--- config.mk ---
export PLATFORM = sky130hd
export DESIGN_NAME = instr_realign_buf_flat
export DESIGN_NICKNAME = d
export VERILOG_FILES = /design/src/rtl/instr_realign_buf_pkg.sv /design/src/rtl/instr_realign_buf_if.sv /design/src/rtl/instr_realign_buf.sv /design/src/flat_wrapper.sv
export SDC_FILE = /design/constraint.sdc
export NUM_CORES = 1
export LEC_CHECK = 0
export BUFFER_PORTS_ARGS = -buffer_cell sky130_fd_sc_hd__buf_2
export CORE_ASPECT_RATIO = 0.8
export CORE_MARGIN = 10
export CORE_UTILIZATION = 45
export DETAILED_ROUTE_END_ITERATION = 10
export GPL_TIMING_DRIVEN = 0
export PLACE_DENSITY = 0.83
export SLEW_MARGIN = 20
export SYNTH_ARGS = -nofsm -noshare
export SYNTH_HDL_FRONTEND = slang
export SYNTH_SLANG_ARGS = --single-unit
--- constraint.sdc ---
create_clock -name aclk -period 3.39 [get_ports aclk]
set_clock_uncertainty 0.1 [all_clocks]
set_input_delay 0.339 -clock aclk [delete_from_list [all_inputs] [get_ports aclk]]
set_output_delay 0.339 -clock aclk [all_outputs]
set_load 0.02 [all_outputs]
--- src/rtl/instr_realign_buf_pkg.sv ---
// Shared types and helpers for the RV32IC fetch realignment buffer.
// Optional feature macro used by the block: REALIGN_ILLEGAL_DETECT_EN.
package rv_realign_pkg;

  typedef enum logic [1:0] {
    EMPTY = 2'd0,
    FULL  = 2'd1,
    UPPER = 2'd2
  } realign_state_t;

  localparam logic [1:0] OPC_32BIT = 2'b11;

  // A halfword starts a compressed instruction unless its low two bits are 11.
  function automatic logic is_comp(input logic [15:0] hw);
    return hw[1:0] != OPC_32BIT;
  endfunction

endpackage

--- src/rtl/instr_realign_buf_if.sv ---
// Fetch-side and decoder-side handshake bundle for instr_realign_buf.
// REALIGN_ILLEGAL_DETECT_EN adds the instr_illegal flag.
interface instr_realign_buf_if;

  logic [31:0] fetch_data;
  logic        fetch_valid;
  logic        fetch_ready;
  logic        flush;
  logic [31:0] flush_pc;

  logic [31:0] instr_data;
  logic        instr_is_comp;
  logic [31:0] instr_pc;
  logic        instr_valid;
  logic        instr_ready;

`ifdef REALIGN_ILLEGAL_DETECT_EN
  logic        instr_illegal;

  modport slave (
    input  fetch_data, fetch_valid, flush, flush_pc, instr_ready,
    output fetch_ready, instr_data, instr_is_comp, instr_pc, instr_valid, instr_illegal
  );

  modport master (
    output fetch_data, fetch_valid, flush, flush_pc, instr_ready,
    input  fetch_ready, instr_data, instr_is_comp, instr_pc, instr_valid, instr_illegal
  );
`else
  modport slave (
    input  fetch_data, fetch_valid, flush, flush_pc, instr_ready,
    output fetch_ready, instr_data, instr_is_comp, instr_pc, instr_valid
  );

  modport master (
    output fetch_data, fetch_valid, flush, flush_pc, instr_ready,
    input  fetch_ready, instr_data, instr_is_comp, instr_pc, instr_valid
  );
`endif

endinterface

--- src/rtl/instr_realign_buf.sv ---
// Realigns word-aligned fetch data into one RV32IC instruction per cycle.
// Define REALIGN_ILLEGAL_DETECT_EN to flag the all-zero compressed encoding.
module instr_realign_buf
  import rv_realign_pkg::*;
#(
  parameter logic [31:0] RESET_PC = 32'h0000_0000
) (
  input  logic                aclk,
  input  logic                aresetn,
  instr_realign_buf_if.slave  bus
);

  realign_state_t state_reg, state_next;
  logic [31:0]    word_reg, word_next;
  logic [15:0]    hw_buf_reg, hw_buf_next;
  logic [31:0]    pc_reg, pc_next;
  logic           skip_lo_reg, skip_lo_next;

  logic           emit;
  logic           fetch_xfer;
  logic [31:0]    flush_target;

  assign emit         = bus.instr_valid & bus.instr_ready;
  assign fetch_xfer   = bus.fetch_valid & bus.fetch_ready;
  assign flush_target = bus.flush_pc & ~32'd1;

  always_ff @(posedge aclk or negedge aresetn) begin
    if (!aresetn) begin
      state_reg   <= EMPTY;
      word_reg    <= '0;
      hw_buf_reg  <= '0;
      pc_reg      <= RESET_PC;
      skip_lo_reg <= RESET_PC[1];
    end else begin
      state_reg   <= state_next;
      word_reg    <= word_next;
      hw_buf_reg  <= hw_buf_next;
      pc_reg      <= pc_next;
      skip_lo_reg <= skip_lo_next;
    end
  end

  always_comb begin
    state_next   = state_reg;
    word_next    = word_reg;
    hw_buf_next  = hw_buf_reg;
    pc_next      = pc_reg;
    skip_lo_next = skip_lo_reg;

    if (emit) begin
      pc_next = pc_reg + (bus.instr_is_comp ? 32'd2 : 32'd4);
    end

    unique case (state_reg)
      EMPTY: begin
        if (fetch_xfer) begin
          skip_lo_next = 1'b0;
          if (skip_lo_reg) begin
            hw_buf_next = bus.fetch_data[31:16];
            state_next  = UPPER;
          end else begin
            word_next  = bus.fetch_data;
            state_next = FULL;
          end
        end
      end
      FULL: begin
        if (emit) begin
          if (is_comp(word_reg[15:0])) begin
            hw_buf_next = word_reg[31:16];
            state_next  = UPPER;
          end else if (fetch_xfer) begin
            word_next = bus.fetch_data;
          end else begin
            state_next = EMPTY;
          end
        end
      end
      UPPER: begin
        if (emit) begin
          if (is_comp(hw_buf_reg)) begin
            if (fetch_xfer) begin
              word_next  = bus.fetch_data;
              state_next = FULL;
            end else begin
              state_next = EMPTY;
            end
          end else begin
            // Straddle consumed: the new word's upper half becomes the carry.
            hw_buf_next = bus.fetch_data[31:16];
          end
        end
      end
      default: state_next = EMPTY;
    endcase

    if (bus.flush) begin
      state_next   = EMPTY;
      pc_next      = flush_target;
      skip_lo_next = bus.flush_pc[1];
    end
  end

  // instr_valid never looks at instr_ready; fetch_ready may.
  always_comb begin
    bus.instr_valid   = 1'b0;
    bus.instr_data    = '0;
    bus.instr_is_comp = 1'b0;
    bus.instr_pc      = pc_reg;
    bus.fetch_ready   = 1'b0;

    unique case (state_reg)
      EMPTY: begin
        bus.fetch_ready = 1'b1;
      end
      FULL: begin
        bus.instr_valid = 1'b1;
        if (is_comp(word_reg[15:0])) begin
          bus.instr_data    = {16'h0000, word_reg[15:0]};
          bus.instr_is_comp = 1'b1;
        end else begin
          bus.instr_data  = word_reg;
          bus.fetch_ready = bus.instr_ready;
        end
      end
      UPPER: begin
        bus.fetch_ready = bus.instr_ready;
        if (is_comp(hw_buf_reg)) begin
          bus.instr_valid   = 1'b1;
          bus.instr_data    = {16'h0000, hw_buf_reg};
          bus.instr_is_comp = 1'b1;
        end else begin
          bus.instr_valid = bus.fetch_valid;
          bus.instr_data  = {bus.fetch_data[15:0], hw_buf_reg};
        end
      end
      default: ;
    endcase

    if (bus.flush) begin
      bus.instr_valid = 1'b0;
      bus.fetch_ready = 1'b0;
    end
  end

`ifdef REALIGN_ILLEGAL_DETECT_EN
  assign bus.instr_illegal = bus.instr_valid & bus.instr_is_comp &
                             (bus.instr_data[15:0] == 16'h0000);
`endif

endmodule

--- src/flat_wrapper.sv ---
// flat-port wrapper written by rule: the top's interface ports become plain ports
module instr_realign_buf_flat import rv_realign_pkg::*;
#(
  parameter logic [31:0] RESET_PC = 32'h0000_0000
)
  (aclk, aresetn, bus_fetch_data, bus_fetch_valid, bus_flush, bus_flush_pc, bus_instr_ready, bus_fetch_ready, bus_instr_data, bus_instr_is_comp, bus_instr_pc, bus_instr_valid);
  instr_realign_buf_if bus_i ();
  input  logic aclk;
  input  logic aresetn;
  input wire logic [$bits(bus_i.fetch_data)-1:0] bus_fetch_data;
  input wire logic [$bits(bus_i.fetch_valid)-1:0] bus_fetch_valid;
  input wire logic [$bits(bus_i.flush)-1:0] bus_flush;
  input wire logic [$bits(bus_i.flush_pc)-1:0] bus_flush_pc;
  input wire logic [$bits(bus_i.instr_ready)-1:0] bus_instr_ready;
  output wire logic [$bits(bus_i.fetch_ready)-1:0] bus_fetch_ready;
  output wire logic [$bits(bus_i.instr_data)-1:0] bus_instr_data;
  output wire logic [$bits(bus_i.instr_is_comp)-1:0] bus_instr_is_comp;
  output wire logic [$bits(bus_i.instr_pc)-1:0] bus_instr_pc;
  output wire logic [$bits(bus_i.instr_valid)-1:0] bus_instr_valid;
  assign bus_i.fetch_data = bus_fetch_data;
  assign bus_i.fetch_valid = bus_fetch_valid;
  assign bus_i.flush = bus_flush;
  assign bus_i.flush_pc = bus_flush_pc;
  assign bus_i.instr_ready = bus_instr_ready;
  assign bus_fetch_ready = bus_i.fetch_ready;
  assign bus_instr_data = bus_i.instr_data;
  assign bus_instr_is_comp = bus_i.instr_is_comp;
  assign bus_instr_pc = bus_i.instr_pc;
  assign bus_instr_valid = bus_i.instr_valid;
  instr_realign_buf #(.RESET_PC(RESET_PC)) u_core (.aclk(aclk), .aresetn(aresetn), .bus(bus_i));
endmodule
==> results.tsv, run 1 <==
metric	value	unit
max_stage_delay	450	ps
num_vias	4742	
grt_pass1_wl	24.81	mm
reg2regPathDepth	17	
vias_per_cell	5.840	
fill_cells	936	
grt_remaining_overflow	0	
largest_reg_flops	32	
ant_nets	0	
drv_cap	0	
grtUsageTotal	19.70	%
avgSynthCellArea	9.849	sq um
timing.rr.end	u_core.bus.instr_pc[17]$_DFFE_PN0N_	
synth_xor_area_share	1.929	%
fin_cells	812	
ir_drop	0.5518	mV
wire_per_inst	19.88	um
outcome	complete, no violations	
cts_root_buf	clkbuf_16	
critPathKind	reg -> reg	
grt_max_degree	59	
fin_util	58.62	%
synth_compound_area_share	16.59	%
initial_core_util	46.03	%
routed_wl	16.14	mm
grt_pass1_vias	4767	
min_period_over_period	95.87	%
clk_latency	350	ps
hold_path_class	in -> reg	
synth_fp_nets	584	
crit_path_end_kind	register	
setup_slack	140.0	ps
syn_inst	507	
cts_max_level	3	
numClockSinks	82	
drc_errors	0	
placementRows	34	
slew_headroom	45.02	%
chipHeight	114.2	um
synth_warnings	0	
finalSetupViolCount	0	
worst_pin_slew	817.2	ps
cp.required	3500	ps
diodes	0	
drive_above_1_share	35.18	%
synth-simple-area-share	20.45	%
path_cells	inv_4, ha_4, buf_6, buf_8, a22o_1, nand2_2, inv_2, ha_2, inv_1, fa_2, nand4b_1, nor4_4, buf_6, buf_4, a21oi_1, o21ai_1, o211ai_1	
crit_start	u_core.state_reg[0]$_DFFE_PN0P_	
crit_path_end	u_core.bus.instr_pc[17]$_DFFE_PN0N_	
cp-start-kind	register	
clockBufferDepth	2	
place_area	5874	sq um
seq_area_frac_synth	41.09	%
synth_cell_types	58	
dp_slack	-544.3	ps
io_buffers	133	
synth_ff_type	dfrtp_1	
dp_hpwl	11.75	mm
crit_slowest_cell	dfrtp_2	
numCtsBuffers	9	
drt_iter0_drc	337	
muxShareOfSynthArea	13.51	%
num-nets-final	740	
period_needed	3250	ps
finalPower	5.288	mW
die_x	137.8	um
antenna_found_initial	0	
crit_path_max_fanout	6	
coreArea	10850	sq um
drv_slew	0	
synth.cell_area	4994	sq um
num_io_pins	136	
gp_congestion	0.8943	
dieArea	15740	sq um
synth_enable_flop_cells	0	
dr.pass1.iters	5	
timing.rr.start	u_core.state_reg[0]$_DFFE_PN0P_	
fmax	307.7	MHz
final_area	6359	sq um
dp.cells	785	
p_leak	2.908	nW
cp.arrival	3360	ps
async_reset_ff_share	100.0	%
power.density	831.7	nW/um^2
synth-seq-cells	82	
synth_fa_ha_area_share	2.155	%
area_delta_synth_final	27.34	%
regToRegSetupSlack	140	ps
hold_viol_final	0	
cts_tree	yes	
cp_common_cell	buf_6	
synth_top_family_by_area	simple AND/OR/NAND/NOR gates	
clk_pin_slew	70	ps
[layout make-up]
| cell class | count | area, sq um | share of cell area, % |
|---|---|---|---|
| Inverter | 10 | 40.04 | 0.6297 |
| Clock inverter | 7 | 82.58 | 1.299 |
| Timing Repair Buffer | 147 | 793.3 | 12.48 |
| Multi-Input combinational cell | 382 | 2785 | 43.80 |
| Buffer | 31 | 198.9 | 3.129 |
| Sequential cell | 82 | 2053 | 32.29 |
| Clock buffer | 9 | 225.2 | 3.542 |
| Tap cell | 144 | 180.2 | 2.834 |
[what timing repair did]
action,in CTS,in global routing
buffers inserted,1,10
gates resized for setup,10,26
pin swaps,1,3
endpoints found under the hold margin,24,0
hold buffers,1,0
setup endpoints to repair,16,16
cloned,0,1
[cells by family after synthesis]
logic type,after synthesis
AO/OA/AOI/OAI,122
XOR/XNOR,11
adder cells (fa/ha/maj),8
buffers and inverters,43
flip-flops,82
multiplexers,52
other,1
AND/OR/NAND/NOR,188
[worst min-delay path by stage]
| stage | start | end | slack, ps | cells after the start |
|---|---|---|---|---|
| 2_1_floorplan | aresetn | u_core.bus.instr_pc[10]$_DFFE_PN0N_ | -60 | 0 |
| 5_1_grt | bus_flush_pc[4] | u_core.bus.instr_pc[4]$_DFFE_PN0N_ | 120 | 3 |
| 3_3_place_gp | u_core.word_reg[9]$_DFFE_PN0P_ | u_core.word_reg[9]$_DFFE_PN0P_ | 400 | 1 |
| 4_1_cts | bus_flush_pc[4] | u_core.bus.instr_pc[4]$_DFFE_PN0N_ | 100 | 3 |
| 3_5_place_dp | aresetn | u_core.bus.instr_pc[31]$_DFFE_PN0N_ | 180 | 1 |
| 6_report | bus_flush_pc[4] | u_core.bus.instr_pc[4]$_DFFE_PN0N_ | 110 | 3 |
[power breakdown]
| group | internal, mW | total [mW] | switching [mW] |
|---|---|---|---|
| combinational | 1.27 | 2.60 | 1.33 |
| sequential | 1.35 | 1.66 | 0.315 |
| clock | 0.584 | 1.02 | 0.441 |
[cells in the mapped netlist, types with 3 or more instances]
cell       n  area share (%)
nand4b_1   3            0.53
buf_4      5            0.75
nor2_1    32             2.4
o21ai_0   24             2.4
a21oi_1   26             2.6
buf_2      6            0.60
xor2_1     6             1.1
nor4_1     4            0.50
mux2_2     3            0.68
nand4_1    8             1.0
nor3_1     4            0.40
nand3_1   21             2.1
and2_1     7            0.88
dfrtp_1   82              41
clkbuf_1  17             1.3
mux2_4    30             9.0
ha_1       7             1.8
a221o_1    3            0.60
nor2b_1   34             4.3
mux2i_1   19             3.8
inv_1     10            0.75
buf_6      3            0.68
xnor2_1    5            0.88
a22oi_1   35             5.3
nand2_1   47             3.5
a31oi_1    4            0.50
and3_1     7            0.88
o211ai_1   7             1.1
o311ai_0   5            0.88
[critical path, delay by kind of cell (launching register included)]
kind                     cells  cell delay [ps]
adder cells (fa/ha/maj)      3              680
buffers and inverters        7              770
flip-flops                   1              450
AND/OR/NAND/NOR              3              690
AO/OA/AOI/OAI                4              430
[cell usage in the layout (no fill, tap or decap), types with 4 or more instances in the layout]
cell type / n
inv_1: 7
xor2_1: 6
mux2i_1: 19
nand4_1: 8
o21ai_1: 4
clkbuf_16: 9
nor4_1: 4
buf_6: 6
nand3_1: 21
o21ai_0: 20
nand2_1: 46
and2_1: 7
a31oi_1: 4
xnor2_1: 5
buf_2: 137
o211ai_1: 7
nor3_1: 4
and3_1: 7
dfrtp_1: 81
mux2_4: 30
a21oi_1: 26
nor2_1: 32
nor2b_1: 34
o311ai_0: 5
a22oi_1: 35
buf_4: 17
clkbuf_1: 12
[metal layers]
layer | part of all wire (%) | GRT usage (%) | wire length (um) | up-vias
met5 | 0 | 0 | 0 | -
met4 | 1.4 | 5.066 | 227 | 0
met3 | 12 | 6.096 | 1888 | 17
met2 | 46 | 31.78 | 7412 | 283
met1 | 41 | 25.09 | 6611 | 2275
li1 | - | - | - | 2167
[metrics by stage]
| step | TNS (ps) | hold slack [ps] |
|---|---|---|
| final | 0 | 108.8 |
| after global routing | -21.01 | 117.1 |
| after CTS | 0 | 102.2 |
| after detailed placement | -5230 | 175.8 |
| after global placement | -4363 | 396.9 |
| after floorplan | 0 | -56.59 |
Note: power is estimated with default switching activity, not from simulation.
==> run 2, diff against run 1 <==
Settings changed: GPL_TIMING_DRIVEN 0 to unset, REMOVE_ABC_BUFFERS set to 1.
==> results.tsv, run 2 (synthesis gave the netlist of run 1 again) <==
metric	value	unit
outcome	complete, no violations	
ant_nets	0	
clockBufferDepth	2	
num_vias	4579	
met2_usage	31.02	%
largest_reg_flops	32	
clk_latency	340	ps
dieArea	15740	sq um
path_cells	inv_1, ha_1, buf_4, and3_1, buf_4, a22oi_1, nor2b_1, buf_2	
cp_common_cell	buf_4	
placementRows	34	
ir_drop	0.4445	mV
tns	0	ps
crit_slowest_cell	and3_1	
area_delta_synth_final	22.30	%
slew_headroom	38.03	%
hold_viol_final	0	
io_buffers	133	
clk_pin_slew	70	ps
drv_slew	0	
drt_iter0_drc	261	
grtUsageTotal	18.93	%
cp.arrival	2760	ps
final_cell_mix	buf_2 (133), dfrtp_1 (82), nand2_1 (47), a22oi_1 (35), nor2b_1 (34)	
finalSetupViolCount	0	
drive_above_1_share	32.60	%
dr.pass1.iters	4	
cts_tree	yes	
busiest_layer	met2	
regArea	2052	sq um
final_common_cell	buf_2	
critPathKind	reg -> out	
path_delay_family	buffers and inverters	
grt_pass1_vias	4676	
multiInputGateArea	2740	sq um
num_io_pins	136	
worst_pin_slew	921.1	ps
fin_cells	782	
cp.required	2950	ps
grt_remaining_overflow	0	
initial_core_util	46.03	%
fill_cells	979	
diodes	0	
wire_per_inst	19.60	um
numCtsBuffers	9	
dp_hpwl	10.66	mm
power.density	822.0	nW/um^2
vias_per_cell	5.855	
antenna_found_initial	0	
p_leak	2.805	nW
rsz0062_at_grt	false	
chipHeight	114.2	um
period_needed	3202	ps
cts_max_level	3	
fmax	312.3	MHz
finalPower	5.020	mW
grt_pass1_wl	24.27	mm
die_x	137.8	um
fin_util	56.30	%
drv_cap	0	
grt_use_met1	24.07	%
final_area	6107	sq um
num-nets-final	710	
numClockSinks	82	
dp.cells	763	
gp_congestion	0.8851	
min_period_over_period	94.47	%
cp-start-kind	register	
crit_path_end_kind	output pin	
coreArea	10850	sq um
max_stage_delay	570	ps
grt_max_degree	83	
drc_errors	0	
routed_wl	15.33	mm
worst-path-buf-inv	4	
place_area	5759	sq um
cts_root_buf	clkbuf_16	
grt_use_met3	5.570	%
hold_path_class	in -> reg	
crit_path_max_fanout	12	
run 2: cell types whose count changed in the layout (fill, tap and decap cells not counted), sizes merged:
cell,change
clkinvlp,-2
clkbuf,-13
inv,-3
buf,-16
clkinv,+4
run 2: metrics by stage:
step / setup slack [ps] / hold slack (ps)
global route: 15.48 / 118.8
finish: 187.6 / 113.3
floorplan: -320.7 / -56.59
detailed placement: 316.9 / 398.3
global placement: 439.9 / 395.9
CTS: 181.4 / 106.4
run 2: worst paths after layout:
path	startpoint	to	slack (ps)	cells after the start
max in group asynchronous	aresetn	u_core.bus.instr_pc[11]$_DFFE_PN0N_	2140	2
worst min-delay path	bus_flush_pc[27]	u_core.bus.instr_pc[27]$_DFFE_PN0N_	110	3
min in group asynchronous	aresetn	u_core.bus.instr_pc[19]$_DFFE_PN0N_	510	2
worst max-delay path	u_core.state_reg[1]$_DFFE_PN0P_	bus_instr_data[22]	190	8
worst min register to register	u_core.word_reg[10]$_DFFE_PN0P_	u_core.word_reg[10]$_DFFE_PN0P_	410	1
worst max register to register	u_core.state_reg[1]$_DFFE_PN0P_	u_core.bus.instr_pc[13]$_DFFE_PN0N_	250	13
run 2: cell type report:
type | count | share of cell area (%)
clock buffer | 10 | 3.913
clock inverter | 6 | 1.209
inverter | 10 | 0.6146
multi-input combinational | 382 | 44.87
sequential | 82 | 33.60
tap | 144 | 2.950
timing repair buffer | 148 | 12.85
run 2: where the power goes:
group	leakage, nW	internal (mW)	total [mW]	switching [mW]
Clock	0.153	0.599	1.02	0.422
Combinational	1.69	1.12	2.34	1.22
Sequential	0.966	1.35	1.66	0.313
run 2: per-layer routing:
| metal | up-vias | part of all wire [%] |
|---|---|---|
| li1 | 2099 | - |
| met1 | 2234 | 43 |
| met2 | 227 | 47 |
| met3 | 19 | 9.6 |
| met4 | 0 | 0.97 |
| met5 | - | 0 |
run 2: tightest hold or removal path, delay by kind of cell:
| kind | cells | cell delay [ps] |
|---|---|---|
| buffers and inverters | 1 | 80 |
| and+or+nand+nor | 1 | 40 |
| AOI/OAI and AO/OA | 1 | 60 |
run 2: timing repair:
item                                    4_1_cts  5_1_grt
gates resized for setup                       0        2
endpoints found under the setup margin        0        1
hold buffers                                  0        1
hold endpoints to repair                      0        3
setup buffers                                 0        1
